$ cat src/rtl/jump_target_unit.sv
// rtl/jump_target_unit.sv - branch target table with stream bulk-load and PC jump responder
// Optional range check on lookups is enabled by defining JT_BOUNDS_CHECK_EN.
module jump_target_unit #(
  parameter int ADDR_W = 10,
  parameter int IDX_W  = 5
) (
  input  logic              clk,
  input  logic              init_n,
  input  logic              ld_valid,
  output logic              ld_ready,
  input  logic [ADDR_W-1:0] ld_data,
  input  logic              ld_last,
  input  logic              reload,
  input  logic              branch_taken,
  input  logic [IDX_W-1:0]  jump_idx,
  input  logic              read_jump,
  output logic              jump_en,
  output logic [ADDR_W-1:0] jump_addr,
  output logic              halt,
  output logic [IDX_W:0]    load_cnt,
  output logic              bad_idx
);

  localparam int DEPTH = 2 ** IDX_W;
  localparam logic [IDX_W:0] LAST_IDX = (IDX_W + 1)'(DEPTH - 1);

  typedef enum logic [1:0] {EMPTY, LOAD, READY} state_t;

  state_t            state_q, state_d;
  logic [IDX_W:0]    wptr_q, wptr_d;
  logic [IDX_W:0]    load_cnt_q, load_cnt_d;
  logic [ADDR_W-1:0] tgt_q, tgt_d;
  logic [ADDR_W-1:0] tbl_q [DEPTH];
  logic [ADDR_W-1:0] tbl_d [DEPTH];
`ifdef JT_BOUNDS_CHECK_EN
  logic              tgt_ok_q, tgt_ok_d;
  logic              bad_q, bad_d;
`endif

  always_comb begin
    state_d    = state_q;
    wptr_d     = wptr_q;
    load_cnt_d = load_cnt_q;
    tgt_d      = tgt_q;
    tbl_d      = tbl_q;
    ld_ready   = 1'b0;
    halt       = 1'b1;
    jump_en    = 1'b0;
`ifdef JT_BOUNDS_CHECK_EN
    tgt_ok_d   = tgt_ok_q;
    bad_d      = bad_q;
`endif

    case (state_q)
      EMPTY: state_d = LOAD;
      LOAD: begin
        // A reload restarts the burst, so the word offered alongside it is refused.
        ld_ready = !reload;
        if (ld_valid && !reload) begin
          tbl_d[wptr_q[IDX_W-1:0]] = ld_data;
          wptr_d     = wptr_q + 1'b1;
          load_cnt_d = wptr_q + 1'b1;
          if (ld_last || wptr_q == LAST_IDX) begin
            state_d = READY;
          end
        end
      end
      READY: begin
        halt = 1'b0;
`ifdef JT_BOUNDS_CHECK_EN
        jump_en = read_jump && tgt_ok_q;
        if (branch_taken) begin
          if ({1'b0, jump_idx} >= load_cnt_q) begin
            tgt_d    = '0;
            tgt_ok_d = 1'b0;
            bad_d    = 1'b1;
          end else begin
            tgt_d    = tbl_q[jump_idx];
            tgt_ok_d = 1'b1;
          end
        end
`else
        jump_en = read_jump;
        if (branch_taken) begin
          tgt_d = tbl_q[jump_idx];
        end
`endif
      end
      default: state_d = EMPTY;
    endcase

    if (reload) begin
      state_d    = LOAD;
      wptr_d     = '0;
      load_cnt_d = '0;
`ifdef JT_BOUNDS_CHECK_EN
      bad_d      = 1'b0;
`endif
    end
  end

  always_ff @(posedge clk or negedge init_n) begin
    if (!init_n) begin
      state_q    <= EMPTY;
      wptr_q     <= '0;
      load_cnt_q <= '0;
      tgt_q      <= '0;
      for (int i = 0; i < DEPTH; i++) begin
        tbl_q[i] <= '0;
      end
`ifdef JT_BOUNDS_CHECK_EN
      tgt_ok_q   <= 1'b1;
      bad_q      <= 1'b0;
`endif
    end else begin
      state_q    <= state_d;
      wptr_q     <= wptr_d;
      load_cnt_q <= load_cnt_d;
      tgt_q      <= tgt_d;
      tbl_q      <= tbl_d;
`ifdef JT_BOUNDS_CHECK_EN
      tgt_ok_q   <= tgt_ok_d;
      bad_q      <= bad_d;
`endif
    end
  end

  assign jump_addr = tgt_q;
  assign load_cnt  = load_cnt_q;
`ifdef JT_BOUNDS_CHECK_EN
  assign bad_idx   = bad_q;
`else
  assign bad_idx   = 1'b0;
`endif

endmodule

$ cat config.mk
export PLATFORM = sky130hd
export DESIGN_NAME = jump_target_unit
export DESIGN_NICKNAME = d
export VERILOG_FILES = /design/src/rtl/jump_target_unit.sv
export SDC_FILE = /design/constraint.sdc
export NUM_CORES = 1
export LEC_CHECK = 0
export CORE_UTILIZATION = 50
export CTS_BUF_LIST = sky130_fd_sc_hd__clkbuf_4 sky130_fd_sc_hd__clkbuf_8 sky130_fd_sc_hd__clkbuf_16
export DETAILED_ROUTE_END_ITERATION = 16
export PLACE_DENSITY = 0.65
export SYNTH_ARGS = -nofsm -noshare
export SYNTH_HDL_FRONTEND = slang
export SYNTH_SLANG_ARGS = --single-unit
$ cat constraint.sdc
create_clock -name clk -period 3.36 [get_ports clk]
set_clock_uncertainty 0.15 [all_clocks]
set_input_delay 0.504 -clock clk [delete_from_list [all_inputs] [get_ports clk]]
set_output_delay 0.504 -clock clk [all_outputs]
set_load 0.02 [all_outputs]
==> metrics.md, run 1 <==
| Metric | Value |
|---|---|
| Status | finished with violations |
| Failing checks | design-rule violations |
| Largest net degree at the start of global routing | 131 |
| RD Place Congestion | 0.807 |
| Synth unique cells | 38 |
| Io pins | 42 |
| Leakage | 8.97 nW |
| Non-filler cells in the finished layout | 1582 |
| Tmin final | 2.56 ns |
| Root buffer cell | clkbuf_16 |
| Rel. slew slack | 0.339 |
| Clock Sinks | 338 |
| Slowest stage delay, CP | 0.60 ns |
| Ratio of cells with drive above 1 in the final layout | 0.401 |
| Syn nets | 1148 |
| Num CTS Buffers | 38 |
| Placed Area | 16600 µm² |
| Layout net count | 1185 |
| Total track usage | 0.249 |
| Final ANT Viol Nets | 0 |
| Vias/cell | 5.95 |
| M1 WL | 18000 µm |
| CP endpoint kind | output port |
| Die Y | 179 µm |
| Drt first pass iters | 10 |
| Crit path max fanout | 4 |
| Routed WL | 38200 µm |
| Critical-path top delay cell | clkdlybuf4s50_1 |
| Post-CTS sizing | 0 |
| Max Cap Violations | 0 |
| Final setup fails | 0 |
| Worst-Skew Late Latency | 0.51 ns |
| WL met3 | 1670 µm |
| Peak VDD IR | 0.411 mV |
| CTS max path bufs | 3 |
| WHS | 0.230 ns |
| Setup_tns | 0 ns |
| Mapped Cells | 1122 |
| DR WL/cell | 24.1 µm |
| Design area | 17800 µm² |
| Row Count | 64 |
| Final Hold Vio Count | 0 |
| Die W | 179 µm |
| Uppermost layer routed | met4 |
| Vias in the first global route | 9629 |
| DR WL met2 | 17800 µm |
| Placed insts | 1514 |
| Critical path cell sequence | nor2b_1 > and2_1 > clkdlybuf4s50_1 |
| ANT cells | 0 |
| Final worst slack | 0.795 ns |
| Gr ovfl total | 0 |
| Worst r2r dst | tbl_q[228]$_DFFE_PN0P_ |
| Kind of critical path | register to output port |
| Startpoint Class | register |
| Pwr Density | 526 nW/µm² |
| Proportion of synthesized chip area in sequential cells | 0.538 |
| DR iter-0 viols | 707 |
| R2R cell count | 5 |
| Slew @ Worst Pin | 0.989 ns |
| Fin crit share | 0.763 |
| Max Slew Vio Count | 0 |
| # port buffers | 40 |
| Yosys reg bits | 338 |
| Global-route wire length before repair | 59700 µm |
| Max Freq | 390 MHz |
| Final Util | 0.580 |
| Hold Buf Count CTS | 1 |
| FF-to-FF Start | state_q[0]$_DFFE_PN0P_ |
| DP Worst Slack | 0.538 ns |
| Crit path required time | 2.71 ns |
| Core Footprint | 30700 µm² |
| Cell family with most CP delay | buffers and inverters |
| Initial core utilization | 0.511 |
| Via Count | 9406 |
| WP data arrival | 1.91 ns |
| Initial antenna violation count | 0 |
| Die footprint | 32200 µm² |
| # H-tree levels | 2 |
| YS warnings | 0 |
| CTS tree | yes |
| Min-delay worst type | primary input to asynchronous set/reset pin |
| Clock-pin slew of the registers on the worst-case setup and hold paths | 0.06 ns |
| # Post-CTS Setup Buffers | 0 |
| Unrepaired setup endpoints after global routing | no |
| Top-area cell type share of the netlist area | 0.538 |
| # DRC | 4 |
| Detailed placer's ending HPWL | 23900 µm |
| Syn_area_per_cell | 14.0 µm² |
| Buf/Inv on CP | 1 |
| Area leader, netlist | dfrtp_1 |
| FF-to-FF setup slack | 0.93 ns |
| Post-Synthesis Cell Area | 15700 µm² |
| P&R area growth vs syn | 13.4% |
| Synth area leaders | dfrtp_1 54%, mux2_2 23%, mux2i_1 10% |
| Total Power | 9.37 mW |
worst max path at each step:
stage / from / to / slack (ns) / depth (start not counted)
after floorplan: load_cnt[3]$_DFFE_PN0P_ / tbl_q[200]$_DFFE_PN0P_ / 1.36 / 4
final: state_q[0]$_DFFE_PN0P_ / jump_en / 0.80 / 3
after global routing: state_q[0]$_DFFE_PN0P_ / ld_ready / 0.69 / 3
after detailed placement: jump_idx[1] / jump_addr[3]$_DFFE_PN0P_ / 0.54 / 8
after CTS: state_q[0]$_DFFE_PN0P_ / jump_en / 0.77 / 3
after global placement: jump_idx[1] / jump_addr[3]$_DFFE_PN0P_ / 0.50 / 8
layout by cell type (no fill, tap or decap), types with 2 or more instances in the layout:
cell,netlist,final
nand2_1,15,15
mux2i_1,160,160
dfrtp_1,338,338
and3b_1,2,2
a22oi_1,40,40
clkbuf_16,0,39
or2_2,2,2
nor2b_1,6,4
clkbuf_4,0,10
and2_1,6,6
a22o_1,20,20
buf_8,3,2
clkbuf_8,0,9
clkdlybuf4s50_1,0,38
inv_6,0,2
nor2_1,10,9
clkinv_2,0,6
nand4_1,2,2
nand2b_1,2,2
nand2_2,32,32
xor2_1,3,3
a21oi_1,24,24
o41ai_2,10,10
o22ai_1,10,10
buf_4,16,29
a221oi_1,19,19
mux2_2,320,320
nor2b_4,0,2
inv_1,4,4
buf_12,3,8
ha_1,4,4
nor3b_1,3,3
synthesized netlist by cell type:
cell        n
ha_1        4
or3_1       1
nor2b_1     6
nand2_1    15
and2_1      6
buf_1       5
a22o_1     20
nand2_2    32
nand2b_1    2
o21ai_0     1
and3b_1     2
buf_12      3
buf_4      16
mux2i_1   160
a221oi_1   19
nor3b_1     3
xor2_1      3
buf_6       2
nor2_1     10
a22oi_1    40
or2_2       2
o41ai_2    10
dfrtp_1   338
o22ai_1    10
nor3_1      1
xnor2_1     1
inv_1       4
mux2_2    320
and2_0      1
a21oi_1    24
conb_1      1
a31oi_1     1
clkbuf_1   47
and3_1      1
buf_2       5
nand4_1     2
a221oi_2    1
buf_8       3
per-layer routing:
metal  vias to the layer above  track usage
met3                        60       0.0356
met4                         0       0.0599
li1                       4213            -
met2                       199        0.394
met5                         -            0
met1                      4934        0.361
layout make-up:
type / instances / area (µm²)
fill: 2534 / 12900
sequential: 338 / 8460
multi-input combinational: 699 / 6800
clock buffer: 58 / 1170
timing repair buffer: 78 / 798
tap: 396 / 495
clock inverter: 9 / 77.6
inverter: 4 / 15.0
registers in the layout (all words and copies together) (netlist names):
signal,flops
state_q,2
jump_addr,10
load_cnt,6
tbl_q,320
logic make-up (layout without fill, tap and decap cells):
kind of cell | Yosys count | after routing | synth area share
AOI/OAI and AO/OA | 126 | 126 | 0.0645
xor gates and xnor gates | 4 | 4 | 0.00223
adders and majority gates | 4 | 4 | 0.00318
buffers and inverters | 85 | 149 | 0.0307
DFF | 338 | 338 | 0.538
muxes | 480 | 480 | 0.331
other | 1 | 1 | 0.000239
and+or+nand+nor | 84 | 84 | 0.0299
where the power goes:
group          leakage (nW)  switching (mW)  total [mW]  internal [mW]
combinational          3.67           0.495       0.885          0.390
sequential             4.66           0.113        4.37           4.26
clock                 0.638            1.63        4.12           2.49
total                  8.97            2.23        9.37           7.14
No activity file was read; power rests on OpenSTA's default activity.
==> run 2: changes to the inputs <==
- clock period: 3.36 -> 2.56 ns (I/O delays scaled with it)
==> run 2 against run 1 <==
- the run still ends with design-rule violations left
- power increased by 31%
- global-route usage decreased by 0.54 points
- critical endpoint is now load_cnt[2]
- worst hold slack improved by 0.017 ns
- via count increased by 0.78%
- non-clock buffer count increased by 19
- clock-buffer cell count increased by 1
- critical path depth decreased by 2
- sequential power increased by 31%
- clock power increased by 30%
==> metrics.md, run 2 (same netlist as run 1, synthesis figures left out) <==
| Metric | Value |
|---|---|
| Core Footprint | 30700 µm² |
| Worst r2r dst | tbl_q[25]$_DFFE_PN0P_ |
| CP endpoint kind | output port |
| Clock share of power | 0.436 |
| R2R cell count | 5 |
| Internal cell power | 9.41 mW |
| Initial core utilization | 0.511 |
| Die footprint | 32200 µm² |
| Buf/Inv on CP | 1 |
| Most common cell after layout, fill and taps aside | dfrtp_1 |
| Startpoint Class | register |
| Pwr Density | 682 nW/µm² |
| FF-to-FF Start | state_q[0]$_DFFE_PN0P_ |
| Comb pwr share | 0.098 |
| Leakage | 9.07 nW |
| Placed Area | 16800 µm² |
| Commonest non-fill, non-tap cells in the layout | 338 x dfrtp_1, 320 x mux2_2, 160 x mux2i_1, 43 x buf_4, 40 x a22oi_1 |
| CTS max path bufs | 3 |
| Crit path required time | 2.03 ns |
| Largest net degree at the start of global routing | 80 |
| Via Count | 9479 |
| Rel. slew slack | 0.541 |
| Fill count | 2556 |
| DR iter-0 viols | 486 |
| Vias in the first global route | 9897 |
| Final Util | 0.586 |
| Fin crit share | 0.977 |
| Non-filler cells in the finished layout | 1596 |
| Crit path max fanout | 12 |
| Detailed placer's ending HPWL | 23500 µm |
| Final Hold Vio Count | 0 |
| Most flop-heavy register | tbl_q |
| DR WL/cell | 23.5 µm |
| Final ANT Viol Nets | 0 |
| Kind of critical path | register to output port |
| # H-tree levels | 2 |
| Row Count | 64 |
| Unrepaired setup endpoints after global routing | no |
| Slew @ Worst Pin | 0.686 ns |
| WP data arrival | 1.97 ns |
| # DRC | 4 |
| Critical Path Source | load_cnt[2]$_DFFE_PN0P_ |
| # Post-CTS Setup Buffers | 0 |
| Crit. path cell count | 1 |
| Die W | 179 µm |
| Worst-Skew Late Latency | 0.52 ns |
| Max Freq | 400 MHz |
| Status | finished with violations |
| ANT cells | 0 |
| FF-to-FF setup slack | 0.09 ns |
| Net Sw Frac | 0.233 |
| Number of flip-flops in the largest register | 320 |
| DP Worst Slack | -0.280 ns |
| Cell family with most CP delay | buffers and inverters |
| Critical path cell sequence | clkdlybuf4s50_1 |
| Clock-pin slew of the registers on the worst-case setup and hold paths | 0.06 ns |
| Failing checks | design-rule violations |
| Ratio of cells with drive above 1 in the final layout | 0.409 |
| Io pins | 42 |
| Gr ovfl total | 0 |
| Num CTS Buffers | 37 |
| # port buffers | 40 |
| Final setup fails | 0 |
| Critical-path top delay cell | clkdlybuf4s50_1 |
| Global-route wire length before repair | 58400 µm |
| Root buffer cell | clkbuf_16 |
| Peak VDD IR | 0.514 mV |
| Min-delay worst type | primary input to asynchronous set/reset pin |
| Max Cap Violations | 0 |
| P&R area growth vs syn | 14.6% |
| RD Place Congestion | 0.791 |
| Vias/cell | 5.94 |
| Clock Sinks | 338 |
| CTS tree | yes |
| Placed insts | 1533 |
| Design area | 18000 µm² |
| Slowest stage delay, CP | 0.73 ns |
| Layout net count | 1203 |
| Initial antenna violation count | 0 |
| Routed WL | 37500 µm |
| Tmin final | 2.50 ns |
| Drt first pass iters | 11 |
| Psw | 2.87 mW |
| Part of the power in registers | 0.466 |
| Die Y | 179 µm |
| Critical Path End | load_cnt[2] |
| Final worst slack | 0.0588 ns |
| Total track usage | 0.243 |
| Max Slew Vio Count | 0 |
-- run 2: changes by cell type in the layout (fill, tap and decap cells not counted) --
| cell | change |
|---|---|
| clkbuf_8 | +2 |
| buf_4 | +14 |
| clkbuf_4 | -1 |
| and2_1 | -2 |
| and2_2 | +2 |
| buf_12 | +5 |
| clkinv_2 | -5 |
| inv_6 | -1 |
-- run 2: cell type report --
class	instances	area, µm²	area share
inverter	4	15.0	0.000833
clock buffer	59	1190	0.0663
multi-input combinational	699	6800	0.378
clock inverter	3	43.8	0.00243
tap	396	495	0.0275
timing repair buffer	97	1000	0.0557
sequential	338	8460	0.470
-- run 2: worst min-delay path by stage --
stage	slack [ns]	depth (start not counted)	endpoint
after floorplan	-0.06	0	jump_addr[0]$_DFFE_PN0P_
after global placement	0.19	1	tbl_q[313]$_DFFE_PN0P_
after detailed placement	0.19	1	tbl_q[313]$_DFFE_PN0P_
after CTS	0.26	2	jump_addr[7]$_DFFE_PN0P_
after global routing	0.27	2	tbl_q[310]$_DFFE_PN0P_
final	0.25	2	tbl_q[310]$_DFFE_PN0P_
-- run 2: per-layer routing --
| metal | wire, µm | track usage | vias to the layer above |
|---|---|---|---|
| met2 | 17500 | 0.391 | 189 |
| li1 | - | - | 4246 |
| met3 | 1440 | 0.0322 | 64 |
| met1 | 17600 | 0.346 | 4980 |
| met4 | 956 | 0.0704 | 0 |
| met5 | 0 | 0 | - |
-- run 2: what timing repair did --
action	CTS	global route
endpoints found under the hold margin	43	0
hold buffers	1	0
resized for setup	0	2
setup endpoints to repair	0	18
-- run 2: metrics by stage --
step	hold slack [ns]	setup TNS (ns)	total power [mW]
2_1_floorplan	-0.0616	0	6.49
3_3_place_gp	0.190	-27.13	7.01
3_5_place_dp	0.189	-31.02	7.03
4_1_cts	0.255	0	12.4
5_1_grt	0.267	0	12.7
6_report	0.247	0	12.3
-- run 2: power by group through the flow --
stage                     clock network (mW)  logic (mW)  registers [mW]
final                                   5.35        1.20            5.73
after global routing                    5.69        1.30            5.75
after CTS                               5.47        1.22            5.72
after detailed placement                   0        1.22            5.82
after global placement                     0        1.20            5.81
after floorplan                            0       0.679            5.81
==> run 3: changes to the inputs <==
- CAP_MARGIN: default -> 20
==> results of run 3 <==
The final DEF is identical to that of run 2; final timing and power are the same.
